==> src/rtl/input_acc_bank_pkg.sv <==
// input_acc_bank_pkg: shared types and helpers for the systolic west-edge input staging bank
package input_acc_bank_pkg;
   localparam int DATA_WIDTH_DEF = 16;
   typedef logic signed [DATA_WIDTH_DEF-1:0] data_t;
   function automatic int ptr_w(input int depth);
      return (depth < 2) ? 1 : $clog2(depth);
   endfunction
endpackage

==> src/rtl/input_acc_lane_fifo.sv <==
// input_acc_lane_fifo: one circular lane FIFO with host/NN write mux, replay mark and registered read port
module input_acc_lane_fifo
   import input_acc_bank_pkg::*;
#(
   parameter int DATA_WIDTH = DATA_WIDTH_DEF,
   parameter int DEPTH      = 8,
   parameter int REPLAY_EN  = 1
) (
   input  logic                  clk,
   input  logic                  rst,
   input  logic                  wr_valid,
   input  logic [DATA_WIDTH-1:0] wr_data,
   input  logic                  wr_valid_nn,
   input  logic [DATA_WIDTH-1:0] wr_data_nn,
   input  logic                  rd_req,
   input  logic                  mark,
   input  logic                  rewind,
   input  logic                  flush,
   output logic                  valid,
   output logic [DATA_WIDTH-1:0] data,
   output logic                  full,
   output logic                  empty,
   output logic                  drop,
   output logic                  underflow
);
   localparam int PW = ptr_w(DEPTH);
   localparam logic [PW:0] FULL_CNT = (PW+1)'(DEPTH);
   localparam logic [PW:0] ONE = 1;
   // pointers carry one wrap bit so occupancy can reach DEPTH
   logic [DATA_WIDTH-1:0] mem [DEPTH];
   logic [PW:0] wr_ptr, rd_ptr, mark_ptr, occupied, readable, rd_next;
   logic rw, fire, any, accept;
   logic [DATA_WIDTH-1:0] wr_sel;
   always_comb begin
      rw        = (REPLAY_EN != 0) && rewind;
      occupied  = wr_ptr - mark_ptr;
      readable  = wr_ptr - rd_ptr;
      fire      = rd_req && (readable != 0) && !rw;
      any       = wr_valid || wr_valid_nn;
      accept    = any && ((occupied < FULL_CNT) || (REPLAY_EN == 0 && fire));
      wr_sel    = wr_valid_nn ? wr_data_nn : wr_data;
      rd_next   = fire ? rd_ptr + ONE : rd_ptr;
      full      = occupied == FULL_CNT;
      empty     = readable == 0;
      drop      = (wr_valid && wr_valid_nn) || (any && !accept);
      underflow = rd_req && !rw && (readable == 0);
   end
   always_ff @(posedge clk or posedge rst) begin
      if (rst) begin
         wr_ptr   <= '0;
         rd_ptr   <= '0;
         mark_ptr <= '0;
         valid    <= 1'b0;
         data     <= '0;
      end else if (flush) begin
         wr_ptr   <= '0;
         rd_ptr   <= '0;
         mark_ptr <= '0;
         valid    <= 1'b0;
      end else begin
         valid <= fire;
         if (fire) data <= mem[rd_ptr[PW-1:0]];
         if (accept) wr_ptr <= wr_ptr + ONE;
         rd_ptr <= rw ? mark_ptr : rd_next;
         if (REPLAY_EN == 0 || (mark && !rw)) mark_ptr <= rd_next;
      end
   end
   always_ff @(posedge clk) begin
      if (accept && !flush) mem[wr_ptr[PW-1:0]] <= wr_sel;
   end
endmodule

==> src/rtl/input_acc_bank.sv <==
// input_acc_bank: multi-lane input staging buffer; global read strobe skewed one cycle per lane
module input_acc_bank
   import input_acc_bank_pkg::*;
#(
   parameter int DATA_WIDTH = DATA_WIDTH_DEF,
   parameter int DEPTH      = 8,
   parameter int LANES      = 2,
   parameter int REPLAY_EN  = 1
) (
   input  logic                        clk,
   input  logic                        rst,
   input  logic [LANES-1:0]            wr_valid_in,
   input  logic [LANES*DATA_WIDTH-1:0] wr_data_in,
   input  logic [LANES-1:0]            wr_valid_nn_in,
   input  logic [LANES*DATA_WIDTH-1:0] wr_data_nn_in,
   input  logic                        rd_valid_in,
   input  logic                        mark_in,
   input  logic                        rewind_in,
   input  logic                        flush_in,
   output logic [LANES-1:0]            valid_out,
   output logic [LANES*DATA_WIDTH-1:0] data_out,
   output logic [LANES-1:0]            full_out,
   output logic [LANES-1:0]            empty_out,
   output logic                        drop_out,
   output logic                        underflow_out
);
   logic [LANES-1:0] sk, req, lane_drop, lane_und;
   // req[i] is rd_valid_in delayed i cycles
   always_comb req = (sk << 1) | LANES'(rd_valid_in);
   always_ff @(posedge clk or posedge rst) begin
      if (rst) begin
         sk            <= '0;
         drop_out      <= 1'b0;
         underflow_out <= 1'b0;
      end else if (flush_in) begin
         sk            <= '0;
         drop_out      <= 1'b0;
         underflow_out <= 1'b0;
      end else begin
         sk            <= (REPLAY_EN != 0 && rewind_in) ? '0 : req;
         drop_out      <= drop_out | (|lane_drop);
         underflow_out <= underflow_out | (|lane_und);
      end
   end
   for (genvar i = 0; i < LANES; i++) begin : g_lane
      input_acc_lane_fifo #(
         .DATA_WIDTH(DATA_WIDTH),
         .DEPTH     (DEPTH),
         .REPLAY_EN (REPLAY_EN)
      ) u_lane (
         .clk        (clk),
         .rst        (rst),
         .wr_valid   (wr_valid_in[i]),
         .wr_data    (wr_data_in[i*DATA_WIDTH +: DATA_WIDTH]),
         .wr_valid_nn(wr_valid_nn_in[i]),
         .wr_data_nn (wr_data_nn_in[i*DATA_WIDTH +: DATA_WIDTH]),
         .rd_req     (req[i]),
         .mark       (mark_in),
         .rewind     (rewind_in),
         .flush      (flush_in),
         .valid      (valid_out[i]),
         .data       (data_out[i*DATA_WIDTH +: DATA_WIDTH]),
         .full       (full_out[i]),
         .empty      (empty_out[i]),
         .drop       (lane_drop[i]),
         .underflow  (lane_und[i])
      );
   end
endmodule

==> config.mk <==
export PLATFORM = sky130hd
export DESIGN_NAME = input_acc_bank
export DESIGN_NICKNAME = d
export VERILOG_FILES = /design/src/rtl/input_acc_bank_pkg.sv /design/src/rtl/input_acc_lane_fifo.sv /design/src/rtl/input_acc_bank.sv
export SDC_FILE = /design/constraint.sdc
export NUM_CORES = 1
export LEC_CHECK = 0
export BUFFER_PORTS_ARGS = -buffer_cell sky130_fd_sc_hd__buf_2
export CAP_MARGIN = 25
export CELL_PAD_IN_SITES_DETAIL_PLACEMENT = 0
export CELL_PAD_IN_SITES_GLOBAL_PLACEMENT = 1
export CORE_MARGIN = 1.5
export CORE_UTILIZATION = 40
export CTS_BUF_LIST = sky130_fd_sc_hd__clkbuf_4 sky130_fd_sc_hd__clkbuf_8
export DETAILED_ROUTE_END_ITERATION = 8
export HOLD_SLACK_MARGIN = 0.05
export PLACE_DENSITY_LB_ADDON = 0.1
export SLEW_MARGIN = 30
export SYNTH_ARGS = -nofsm -noshare
export SYNTH_HDL_FRONTEND = slang
export SYNTH_SLANG_ARGS = --single-unit
==> constraint.sdc <==
create_clock -name clk -period 6.3 [get_ports clk]
set_input_delay 0.945 -clock clk [delete_from_list [all_inputs] [get_ports clk]]
set_output_delay 0.945 -clock clk [all_outputs]
set_load 0.02 [all_outputs]
Word-level counts from Yosys, hierarchy flattened
Memory sizes are Yosys's and may differ from the RTL's. A register that Yosys moved wholly into a read port is not among the register bits.
Index checks and enable logic that the tools add are counted.
- register bits after elaboration: 29
- RAM bits: 256
- input bits: 74
- output and inout port bits: 40
- memories kept: 2
- $add $sub $neg: 8
- order comparisons: 2
- eq/ne operators: 2
- muxes and demuxes: 26
- bitwise operators: 4
- reduce and logical (&&, ||, !) cells: 36
- memories (memory ; depth ; bits a word ; rd ports ; clocked after Yosys merged registers in ; wr ports ; RTL line ; RTL):
    g_lane[0].u_lane.mem ; 8 ; 16 ; 1 ; 1 ; 1 ; input_acc_lane_fifo.sv:30 ; logic [DATA_WIDTH-1:0] mem [DEPTH];
    g_lane[1].u_lane.mem ; 8 ; 16 ; 1 ; 1 ; 1 ; input_acc_lane_fifo.sv:30 ;
- operators with widths (operator ; number):
    2-to-1 mux 4 bit ; 14
    2-to-1 mux 16 bit ; 2
    logical AND 1 bit ; 17
    adder 4 x 1 -> 4 bit, second input constant ; 4
    subtractor 4 bit ; 4
    2-to-1 mux 1 bit ; 10
    equality test 4 bit, second input constant ; 2
    zero test 4 bit ; 2
    less-than comparator 4 bit, second input constant ; 2
    nonzero test 4 bit ; 2
    nonzero test 2 bit ; 3
    zero test 1 bit ; 4
    logical OR 1 bit ; 4
    AND reduction 2 bit ; 2
    OR reduction 2 bit ; 2
    bitwise OR 1 bit ; 2
    bitwise OR 2 x 1 -> 2 bit ; 1
    NOT 1 bit ; 1

Logic depth before layout (Yosys ltp)
Gate-level depths: netlist of the first run.
- depth in word-level cells: 9
- mapped depth: 11

By module
A second synthesis of the first run with hierarchy kept.
- cells, all modules: 786
- area, all modules: 13476.7 um2
- modules (own cells, without submodules) (module ; instances ; cells an instance ; area an instance (um2) ; sequential area each (um2)):
    input_acc_lane_fifo (g_lane[0].u_lane) ; 1 ; 390 ; 6687.7 ; 4569.4
    input_acc_lane_fifo (g_lane[1].u_lane) ; 1 ; 387 ; 6680.2 ; 4569.4
    input_acc_bank ; 1 ; 9 ; 108.9 ; 75.1

Least setup slack after synthesis of the first run
Ideal clock, no wire load.
- path type: register to register
- start: register g_lane[1].u_lane.wr_ptr[1]
- end: memory g_lane[1].u_lane.mem[5][0] (netlist bit) (enable)
- setup time: 0.478 ns
- arrival time: 4.325 ns
- path slack: 1.497 ns
- stages on the path, launching flop included: 6
- cells stage by stage: dfrtp_1 -> ha_1 -> nor2b_1 -> o21a_1 -> or4_1 -> a2111oi_0
- cells in the longest elaborated chain, start to end: 6
- RTL lines (item ; RTL line ; RTL):
    start: declaration ; input_acc_lane_fifo.sv:31 ; logic [PW:0] wr_ptr, rd_ptr, mark_ptr, occupied, readable, rd_next;
    start signal: assignment ; input_acc_lane_fifo.sv:63 ; if (accept) wr_ptr <= wr_ptr + ONE;
    subtractor 4 bit ; input_acc_lane_fifo.sv:36 ; occupied = wr_ptr - mark_ptr;
    less-than comparator 4 bit ; input_acc_lane_fifo.sv:40 ; accept = any && ((occupied < FULL_CNT) || (REPLAY_EN == 0 && fire));
    logical AND 1 bit ; input_acc_lane_fifo.sv:40 ;
    logical AND 1 bit ; input_acc_lane_fifo.sv:69 ; if (accept && !flush) mem[wr_ptr[PW-1:0]] <= wr_sel;
    2-to-1 mux 1 bit ; input_acc_lane_fifo.sv:69 ;
    2-to-1 mux 1 bit (not written as such) ; input_acc_lane_fifo.sv:69 ;
    end: declaration ; input_acc_lane_fifo.sv:30 ;
Parallel ways exist; a longest one is shown, timed or not.

Worst setup path after layout of the first run
- start: register g_lane[0].u_lane.rd_ptr[2]
- end: output empty_out[0]
- cells in the longest elaborated chain, start to end: 2
- RTL lines (item ; RTL line ; RTL):
    start: declaration ; input_acc_lane_fifo.sv:31 ;
    start signal: assignment ; input_acc_lane_fifo.sv:64 ; rd_ptr <= rw ? mark_ptr : rd_next;
    subtractor 4 bit ; input_acc_lane_fifo.sv:37 ; readable = wr_ptr - rd_ptr;
    zero test 4 bit ; input_acc_lane_fifo.sv:44 ; empty = readable == 0;
    end: declaration ; input_acc_bank.sv:23 ; output logic [LANES-1:0] empty_out,
Every way passes these cells.

==> results of run 1 <==
==> kinds of logic (layout without fill, tap and decap cells) <==
group           count (synthesis)  count (layout)  share of synthesized area, %
compound gates                 66              66                          3.57
flops                         317             317                          68.4
xor+xnor                        9               9                         0.585
mux                           132             132                          16.4
simple gates                  202             202                          7.17
fa+ha+maj                      18              18                          1.78
buf+inv                        64             252                          2.14
==> synth_stat cells, types with 5 or more instances <==
| cell | n |
|---|---|
| nor2_1 | 18 |
| xor2_1 | 5 |
| inv_1 | 16 |
| or3_1 | 5 |
| a21oi_1 | 11 |
| buf_2 | 11 |
| dfrtp_1 | 61 |
| mux4_2 | 64 |
| nor3_1 | 9 |
| buf_4 | 7 |
| a311oi_1 | 8 |
| nor2b_1 | 7 |
| or4_1 | 6 |
| o21ai_0 | 12 |
| nand3_1 | 13 |
| edfxtp_1 | 256 |
| o211ai_1 | 12 |
| nor4_1 | 7 |
| clkbuf_1 | 22 |
| and3_1 | 7 |
| ha_1 | 16 |
| nand2b_1 | 5 |
| nand2_1 | 108 |
| mux2_2 | 68 |
==> registers in the layout, summed over array words and instances, names as in the netlist <==
signal / flops
g_lane.u_lane.valid: 2
sk: 1
g_lane.u_lane.rd_ptr: 8
g_lane.u_lane.mem: 256
underflow_out: 1
drop_out: 1
g_lane.u_lane.data: 32
g_lane.u_lane.mark_ptr: 8
g_lane.u_lane.wr_ptr: 8
==> final timing paths <==
kind	endpoint	slack, ps	cells after the start
worst max-delay path	empty_out[0]	1610	6
worst min-delay path	g_lane[1].u_lane.data[14]$_DFFE_PP0P_	500	1
worst max register to register	g_lane[0].u_lane.data[0]$_DFFE_PP0P_	2230	7
worst min register to register	g_lane[1].u_lane.data[14]$_DFFE_PP0P_	500	1
max in group asynchronous	g_lane[0].u_lane.rd_ptr[0]$_DFF_PP0_	5270	3
min in group asynchronous	g_lane[0].u_lane.valid$_DFF_PP0_	510	3
==> through the flow <==
step	utilization [%]	hold WS (ps)	instance area, um2	setup slack, ps
2_1_floorplan	-	493	13500	1500
3_3_place_gp	43.6	487	14500	2260
3_5_place_dp	43.6	495	14600	2110
4_1_cts	47.1	508	15700	1480
5_1_grt	47.2	529	15700	1330
6_report	47.2	502	15700	1610
==> area by class of cell <==
type                            count  area, um2
Sequential cell                   317       9220
Timing Repair Buffer              131        728
Inverter                           19       71.3
Tap cell                          448        561
Clock buffer                       76        915
Clock inverter                     26        230
Fill cell                        2944      17600
Multi-Input combinational cell    427       4020
==> power breakdown <==
group          internal, W  total [W]  switching, W
Sequential         0.00249    0.00261      0.000113
Clock              0.00111    0.00192      0.000813
Combinational     0.000374   0.000934      0.000561
Total              0.00398    0.00546       0.00149
==> layer usage <==
layer  share of wire [%]  up-vias  global-route usage, %
met4                 2.5        0                   5.74
met3                 4.5       64                   2.95
met5                   0        -                      0
met2                  50      201                   30.5
li1                    -     3453                      -
met1                  43     3858                   21.5
==> worst reg2reg max path: cells and delay by family (launching register included) <==
kind	cells	cell delay [ps]
flip-flops	1	880
AND/OR/NAND/NOR	1	720
buffers and inverters	1	710
AO/OA/AOI/OAI	3	690
adder cells (fa/ha/maj)	1	540
multiplexers	1	420
==> impl_results.md, run 1 <==
* Status: completed
* I/O pins at 114
* Commonest non-fill, non-tap cell in the layout: edfxtp_1
* Die height at 187 um
* Syn Inst Count at 808
* Total design power at 0.00546 W
* Tmin final at 4690 ps
* Fin. max-slew vios at 0
* Synth unique cells at 52
* Final hold violations at 0
* Clock Skew at 33.7 ps
* PortBufs at 113
* GP Congestion at 0.703
* CTS Buf Count at 55
* Die Wd at 187 um
* R2r startpoint: g_lane[0].u_lane.rd_ptr[2]$_DFF_PP0_
* Crit path buf inv count at 2
* Kind of cell adding the most delay to the critical path: buffers and inverters
* FP Rows at 67
* Net count, final at 1043
* Setup Crit Path Kind: register to output pin
* Resize count post-CTS at 0
* Worst slew pin tran at 927 ps
* DR vias/cell at 5.25
* Hold Buf Count CTS at 0
* Fmax at 213 MHz
* Non-Filler Instances at 1444
* Most frequent cells in the layout: edfxtp_1 (256), buf_2 (113), nand2_1 (108)
* Hold Path Class: register to register
* Worst hold start: g_lane[1].u_lane.data[14]$_DFFE_PP0P_
* Final ANT Viol Nets at 0
* LEAKAGE at 5.67 nW
* Vias in the first global route at 8166
* Primary FF master, synth: edfxtp_1
* Setup TNS at 0 ps
* Fraction of registers with async set/reset at 19.2%
* Mapped Area at 13500 um2
* CP Max Fanout at 22
* Clk slew on worst S/H paths at 50 ps
* Max incr delay on CP at 880 ps
* Layout cells sized above 1 at 37.6%
* Max_cap viols at 0
* TritonCTS clock tree: yes
* Hpwl dp at 18300 um
* Synth area leaders: edfxtp_1 (57%), dfrtp_1 (11%), mux4_2 (11%), mux2_2 (5.7%), nand2_1 (3.0%)
* DRC viols at 0
* Synth Net Count at 900
* Register area share after synthesis at 68.4%
* CP max-delay cell: dfrtp_1
* Period utilization at 74.4%
* CTS root buf: clkbuf_8
* H-tree depth at 2
* Clock latency at the later pin of the worst-skew pair at 600 ps
* Startpoint types: register
* Area leader, netlist: edfxtp_1
* CP arrival at 3740 ps
* Peak VDD IR at 0.000166 V
* Worst-path cell chain: clkinv_1, ha_1, a21oi_1, and3_1, o2111a_2, buf_2
* DIE AREA at 34800 um2
* Worst slew margin at 38.2%
* Beginning of the critical path: g_lane[0].u_lane.rd_ptr[2]$_DFF_PP0_
* EDFF count, synth at 256
* Core area at 33400 um2
* Worst Setup End Kind: output pin
* Pwr Density at 347 nW/um2
* Detailed Routing Iterations Pass 1 at 5
* Syn avg cell area at 16.7 um2
* Final WL at 29400 um
* Post-CTS setup buffer count at 0
* # diodes at 0
* First-pass GRT wire length at 46200 um
* Yosys top cell area share at 57.0%
* Vias at 7576
* Placed insts at 1341
* Total gr overflow at 0
* Register bit count reported by yosys at 317
* Area grow syn2layout at 16.8%
* WL per Instance at 20.4 um
* Clk buf depth at 3
* Final setup viols at 0
* Starting Density at 40.4%
* 1st-iter DRT viols at 393
* RSZ-0062 raised after global routing: false
* Worst EP required at 5350 ps
* Largest net degree at the start of global routing at 62
* Initial antenna violation count at 0
* Sink Count at 317
* Synthesis Warnings at 0
* Total GRT Usage at 17.3%
Power figures use the tool's default switching activity.
==> run 2, diff against run 1 <==
clock period = 4.6 ns   (was 6.3 ns; I/O delays follow)
==> run 2 against run 1 <==
Global-route usage hardly changed. Die area unchanged. Critical path type unchanged. First-iteration DRC count grew 15%. Largest power group unchanged. Register-to-register slack lost 1100 ps. Setup slack worse by 710 ps. Routed wire length decreased by 0.47%. Sequential share of layout area decreased by 0.28 points. Worst hold slack got worse by 280 ps. Flip-flop and latch count did not move. Via count shrank 0.54%.
==> impl_results.md, run 2 (synthesis results as in run 1) <==
* Resize count post-CTS at 0 (unchanged)
* Largest net degree at the start of global routing at 39 (-37%)
* Final WL at 29300 um (-0.47%)
* Worst-path cell chain: clkinv_1, ha_1, a21oi_1, and3_1, o211ai_4, inv_2, buf_2
* Sink Count at 317 (unchanged)
* Final Util at 47.4% (+0.22 points)
* CP Max Fanout at 22 (unchanged)
* Starting Density at 40.4% (unchanged)
* Crit path buf inv count at 3 (+1)
* Worst slew pin tran at 909 ps (-17.2 ps)
* # diodes at 0 (unchanged)
* Area grow syn2layout at 17.3%
* Startpoint types: register
* DR vias/cell at 5.21 (-0.75%)
* Setup TNS at 0 ps (unchanged)
* Most frequent cells in the layout: edfxtp_1 (256), buf_2 (113), nand2_1 (108)
* Hold Buf Count CTS at 0 (unchanged)
* Core area at 33400 um2 (unchanged)
* Clk buf depth at 3 (unchanged)
* PortBufs at 113 (unchanged)
* Worst slew margin at 39.4% (+1.1 points)
* CP max-delay cell: dfrtp_1
* Status: completed
* Max incr delay on CP at 840 ps (-40 ps)
* CP arrival at 3010 ps (-730 ps)
* Vias in the first global route at 8011 (-1.9%)
* Hpwl dp at 18500 um (+1.2%)
* Worst Setup End Kind: output pin
* Tmin final at 3700 ps
* Max_cap viols at 0 (unchanged)
* WL per Instance at 20.2 um (-0.67%)
* Net count, final at 1045 (+0.19%)
* Beginning of the critical path: g_lane[1].u_lane.rd_ptr[2]$_DFF_PP0_
* LEAKAGE at 5.72 nW (+0.81%)
* Peak VDD IR at 0.000215 V (+29%)
* Setup Crit Path Kind: register to output pin
* RSZ-0062 raised after global routing: false
* I/O pins at 114 (unchanged)
* Fin. max-slew vios at 0 (unchanged)
* FP Rows at 67 (unchanged)
* H-tree depth at 2 (unchanged)
* R2r startpoint: g_lane[1].u_lane.rd_ptr[2]$_DFF_PP0_
* Clock Skew at 27.4 ps (-6.26 ps)
* DIE AREA at 34800 um2 (unchanged)
* Hold Path Class: primary input to async pin
* Fillers at 2942 (-0.068%)
* Initial antenna violation count at 0 (unchanged)
* Layout cells sized above 1 at 37.6% (+0.087 points)
* Period utilization at 80.4%
* DRC viols at 0 (unchanged)
* Fmax at 270 MHz
* CTS root buf: clkbuf_8
* Final setup viols at 0 (unchanged)
* Kind of cell adding the most delay to the critical path: flip-flops
* Detailed Routing Iterations Pass 1 at 4 (-1)
* Die Wd at 187 um (unchanged)
* First-pass GRT wire length at 46100 um (-0.14%)
* Die height at 187 um (unchanged)
* TritonCTS clock tree: yes
* Vias at 7535 (-0.54%)
* 1st-iter DRT viols at 452 (+15%)
* Clock latency at the later pin of the worst-skew pair at 580 ps (-20 ps)
* Worst EP required at 3910 ps (-1440 ps)
* Final ANT Viol Nets at 0 (unchanged)
* Total GRT Usage at 17.2% (-0.041 points)
* Number of flip-flops in the largest register at 256 (unchanged)
* Hold Slack at 220 ps (-282 ps)
* Commonest non-fill, non-tap cell in the layout: edfxtp_1
* Final hold violations at 0 (unchanged)
* CTS Buf Count at 54 (-1.8%)
* Post-CTS setup buffer count at 0 (unchanged)
* Clk slew on worst S/H paths at 60 ps (about the same)
* Total gr overflow at 0 (unchanged)
* Pwr Density at 483 nW/um2 (+39%)
* GP Congestion at 0.745 (+6.0%)
## run 2: layout make-up
type,instances,area (um2),share of cell area [%]
Tap cell,448,561,3.55
Multi-Input combinational cell,427,4010,25.4
Sequential cell,317,9220,58.3
Clock buffer,68,880,5.56
Clock inverter,34,344,2.18
Inverter,19,71.3,0.451
Timing Repair Buffer,134,727,4.60
## run 2: worst paths after layout
path,end,slack (ps),cells after the start
worst min register to register,g_lane[1].u_lane.data[7]$_DFFE_PP0P_,500,1
worst max-delay path,empty_out[1],900,7
max in group asynchronous,g_lane[0].u_lane.data[11]$_DFFE_PP0P_,3380,3
worst max register to register,g_lane[1].u_lane.data[4]$_DFFE_PP0P_,1100,8
worst min-delay path,g_lane[1].u_lane.mark_ptr[1]$_DFFE_PP0P_,220,2
min in group clk,g_lane[1].u_lane.data[7]$_DFFE_PP0P_,500,1
## run 2: per-stage QoR
stage               setup slack [ps]  instances  area, um2  total power [W]
floorplan                        580        808      13500          0.00448
global placement                1250       1344      14600          0.00488
detailed placement              1150       1344      14600          0.00491
CTS                              885       1446      15800          0.00774
global route                     636       1447      15800          0.00799
finish                           900       1447      15800          0.00764
## run 2: per-layer routing
metal  global-route usage (%)  wire (um)
met3                     3.29       1220
met5                        0          0
met2                     30.1      14800
met1                     22.0      12800
met4                     4.47        457
## run 2: report_power, final
group,switching [W],leakage [nW],total [W],internal (W)
sequential,0.000138,3.10,0.00355,0.00342
combinational,0.000771,1.98,0.00128,0.000513
clock,0.00114,0.641,0.00280,0.00166
==> run 3, diff against run 2 <==
clock period = 3.2 ns   (was 4.6 ns; I/O delays follow)
==> run 3 against run 2 <==
Routed wire length is 0.40% higher. Non-clock buffer count grew 12. Clock power up 38%. Largest power group unchanged. Setup slack worse by 690 ps. Critical path type unchanged.
==> impl_results.md, run 3 (synthesis results as in run 1) <==
* Status: completed
* Clk buf depth at 3 (unchanged)
* Sw frac at 26.8% (-0.041 points)
* Cell count along the critical path at 5 (-2)
* Layout cells sized above 1 at 38.9% (+1.3 points)
* Most frequent cells in the layout: edfxtp_1 (256), buf_2 (113), nand2_1 (108)
* H-tree depth at 2 (unchanged)
* CP arrival at 2510 ps (-500 ps)
* R2r startpoint: g_lane[1].u_lane.mark_ptr[1]$_DFFE_PP0P_
* Tmin final at 2990 ps
* Pwr Density at 684 nW/um2 (+42%)
* CP Max Fanout at 17 (-23%)
* CTS Buf Count at 53 (-1.9%)
* Setup WS post-layout at 211 ps (-689 ps)
* DRC viols at 0 (unchanged)
* Commonest non-fill, non-tap cell in the layout: edfxtp_1
* Area grow syn2layout at 17.9%
* Die Wd at 187 um (unchanged)
* Clock Skew at 17.6 ps (-9.81 ps)
* DIE AREA at 34800 um2 (unchanged)
* Sequential share of power at 46.8% (+0.3 points)
* Starting Density at 40.4% (unchanged)
* Beginning of the critical path: g_lane[0].u_lane.wr_ptr[2]$_DFFE_PP0P_
* Post-CTS setup buffer count at 0 (unchanged)
* Sink Count at 317 (unchanged)
* R2R cell count at 8 (unchanged)
* Max_cap viols at 0 (unchanged)
* Fmax at 335 MHz
* Internal power of the cells at 0.00795 W (+42%)
* Detailed Routing Iterations Pass 1 at 5 (+1)
* Hpwl dp at 18200 um (-1.7%)
* WL per Instance at 20.2 um (-0.15%)
* Reg-to-reg slack, setup at 320 ps (-780 ps)
* Kind of cell adding the most delay to the critical path: compound AO/OA/AOI/OAI gates
* Total design power at 0.0109 W (+42%)
* Worst slew margin at 43.2% (+3.8 points)
* Vias in the first global route at 8278 (+3.3%)
* GP Congestion at 0.788 (+5.8%)
* CP max-delay cell: dfrtp_1
* Initial antenna violation count at 0 (unchanged)
* First-pass GRT wire length at 46900 um (+1.7%)
* Peak VDD IR at 0.000398 V (+85%)
* Clock latency at the later pin of the worst-skew pair at 570 ps (about the same)
* R2R Path End: g_lane[1].u_lane.mem[4][2]$_DFFE_PP_
* Placed insts at 1357 (+0.97%)
* Max incr delay on CP at 570 ps (-270 ps)
* Area after DPL at 14700 um2 (+0.90%)
* DR vias/cell at 5.23 (+0.48%)
* Worst setup path endpoint: empty_out[0]
* Setup TNS at 0 ps (unchanged)
* # diodes at 0 (unchanged)
* Worst slew pin tran at 851 ps (-58.5 ps)
* Net Switching at 0.00291 W (+42%)
* Fin. max-slew vios at 0 (unchanged)
* RSZ-0062 raised after global routing: false
* Non-Filler Instances at 1455 (+0.55%)
* Die height at 187 um (unchanged)
* Comb power frac at 17.6% (+0.8 points)
* Hold Path Class: primary input to async pin
* Total GRT Usage at 17.4% (+0.21 points)
* I/O pins at 114 (unchanged)
* Clk pwr share at 35.6% (-1.0 points)
* Period utilization at 93.4%
* Number of flip-flops in the largest register at 256 (unchanged)
* Core area at 33400 um2 (unchanged)
* Worst-path cell chain: ha_1, a21oi_1, and3_1, o2111a_2, buf_2
* Final WL at 29400 um (+0.40%)
* 1st-iter DRT viols at 375 (-17%)
* Clk slew on worst S/H paths at 60 ps (about the same)
* Vias at 7613 (+1.0%)
* Final hold violations at 0 (unchanged)
* Final Cell Area at 15900 um2 (+0.49%)
* FP Rows at 67 (unchanged)
* Startpoint types: register
* PortBufs at 113 (unchanged)
* Largest net degree at the start of global routing at 39 (unchanged)
* Crit path buf inv count at 1 (-2)
* LEAKAGE at 5.77 nW (+0.99%)
* Final setup viols at 0 (unchanged)
* Worst Setup End Kind: output pin
* CTS root buf: clkbuf_8
* Total gr overflow at 0 (unchanged)
* Place WS at 313 ps (-839 ps)
* Worst EP required at 2720 ps (-1190 ps)
* Final ANT Viol Nets at 0 (unchanged)
* Net count, final at 1056 (+1.1%)
* Setup Crit Path Kind: register to output pin
* TritonCTS clock tree: yes
-- run 3: cell types whose count changed in the layout (fill, tap and decap cells not counted), sizes merged --
cell	previous run	this run
buf	134	146
bufinv	7	4
clkbuf	68	79
clkinv	26	15
clkinvlp	2	0
inv	18	19
-- run 3: worst min-delay path by stage --
stage,startpoint,endpoint,slack (ps),cells after the start
after floorplan,g_lane[1].u_lane.mark_ptr[1]$_DFFE_PP0P_,g_lane[1].u_lane.mark_ptr[1]$_DFFE_PP0P_,490,2
after global placement,g_lane[1].u_lane.data[0]$_DFFE_PP0P_,g_lane[1].u_lane.data[0]$_DFFE_PP0P_,490,1
after detailed placement,g_lane[0].u_lane.data[3]$_DFFE_PP0P_,g_lane[0].u_lane.data[3]$_DFFE_PP0P_,490,1
after CTS,rst,g_lane[1].u_lane.data[10]$_DFFE_PP0P_,70,2
after global routing,rst,g_lane[0].u_lane.data[15]$_DFFE_PP0P_,100,2
final,rst,g_lane[1].u_lane.data[10]$_DFFE_PP0P_,90,2
-- run 3: power groups by stage --
stage / combinational (W) / sequential [W] / clock [W]
2_1_floorplan: 0.00105 / 0.00540 / 0
4_1_cts: 0.00194 / 0.00509 / 0.00399
3_5_place_dp: 0.00194 / 0.00517 / 0
6_report: 0.00191 / 0.00508 / 0.00387
5_1_grt: 0.00210 / 0.00512 / 0.00418
3_3_place_gp: 0.00191 / 0.00515 / 0
-- run 3: stage by stage --
step	util [%]	hold slack (ps)
floorplan	-	493
detailed placement	44.1	492
global placement	44.1	485
CTS	47.6	69.3
finish	47.6	87.1
global route	47.6	99.1
-- run 3: layer usage --
metal / wire length [um] / global-route usage [%] / vias up
met3: 1320 / 2.97 / 48
met1: 12400 / 22.1 / 3905
li1: - / - / 3469
met5: 0 / 0 / -
met4: 492 / 4.87 / 0
met2: 15200 / 30.8 / 191
-- run 3: timing repair --
item,CTS,global route
gates resized for setup,0,3
setup endpoints to repair,0,2
hold buffers,0,0
-- run 3: area by class of cell --
| class | instances | area, um2 |
|---|---|---|
| Sequential cell | 317 | 9220 |
| Multi-Input combinational cell | 427 | 4040 |
| Inverter | 19 | 71.3 |
| Tap cell | 448 | 561 |
| Clock inverter | 19 | 199 |
| Timing Repair Buffer | 146 | 826 |
| Fill cell | 2996 | 17500 |
| Clock buffer | 79 | 975 |
-- run 3: worst reg2reg max path, cell delays in order, from the launching register on --
cell	delay, ps
dfrtp_1	390
inv_1	110
ha_1	230
nor2b_1	130
o21a_1	240
or4_1	620
a21oi_1	330
nor3b_2	220
buf_4	280
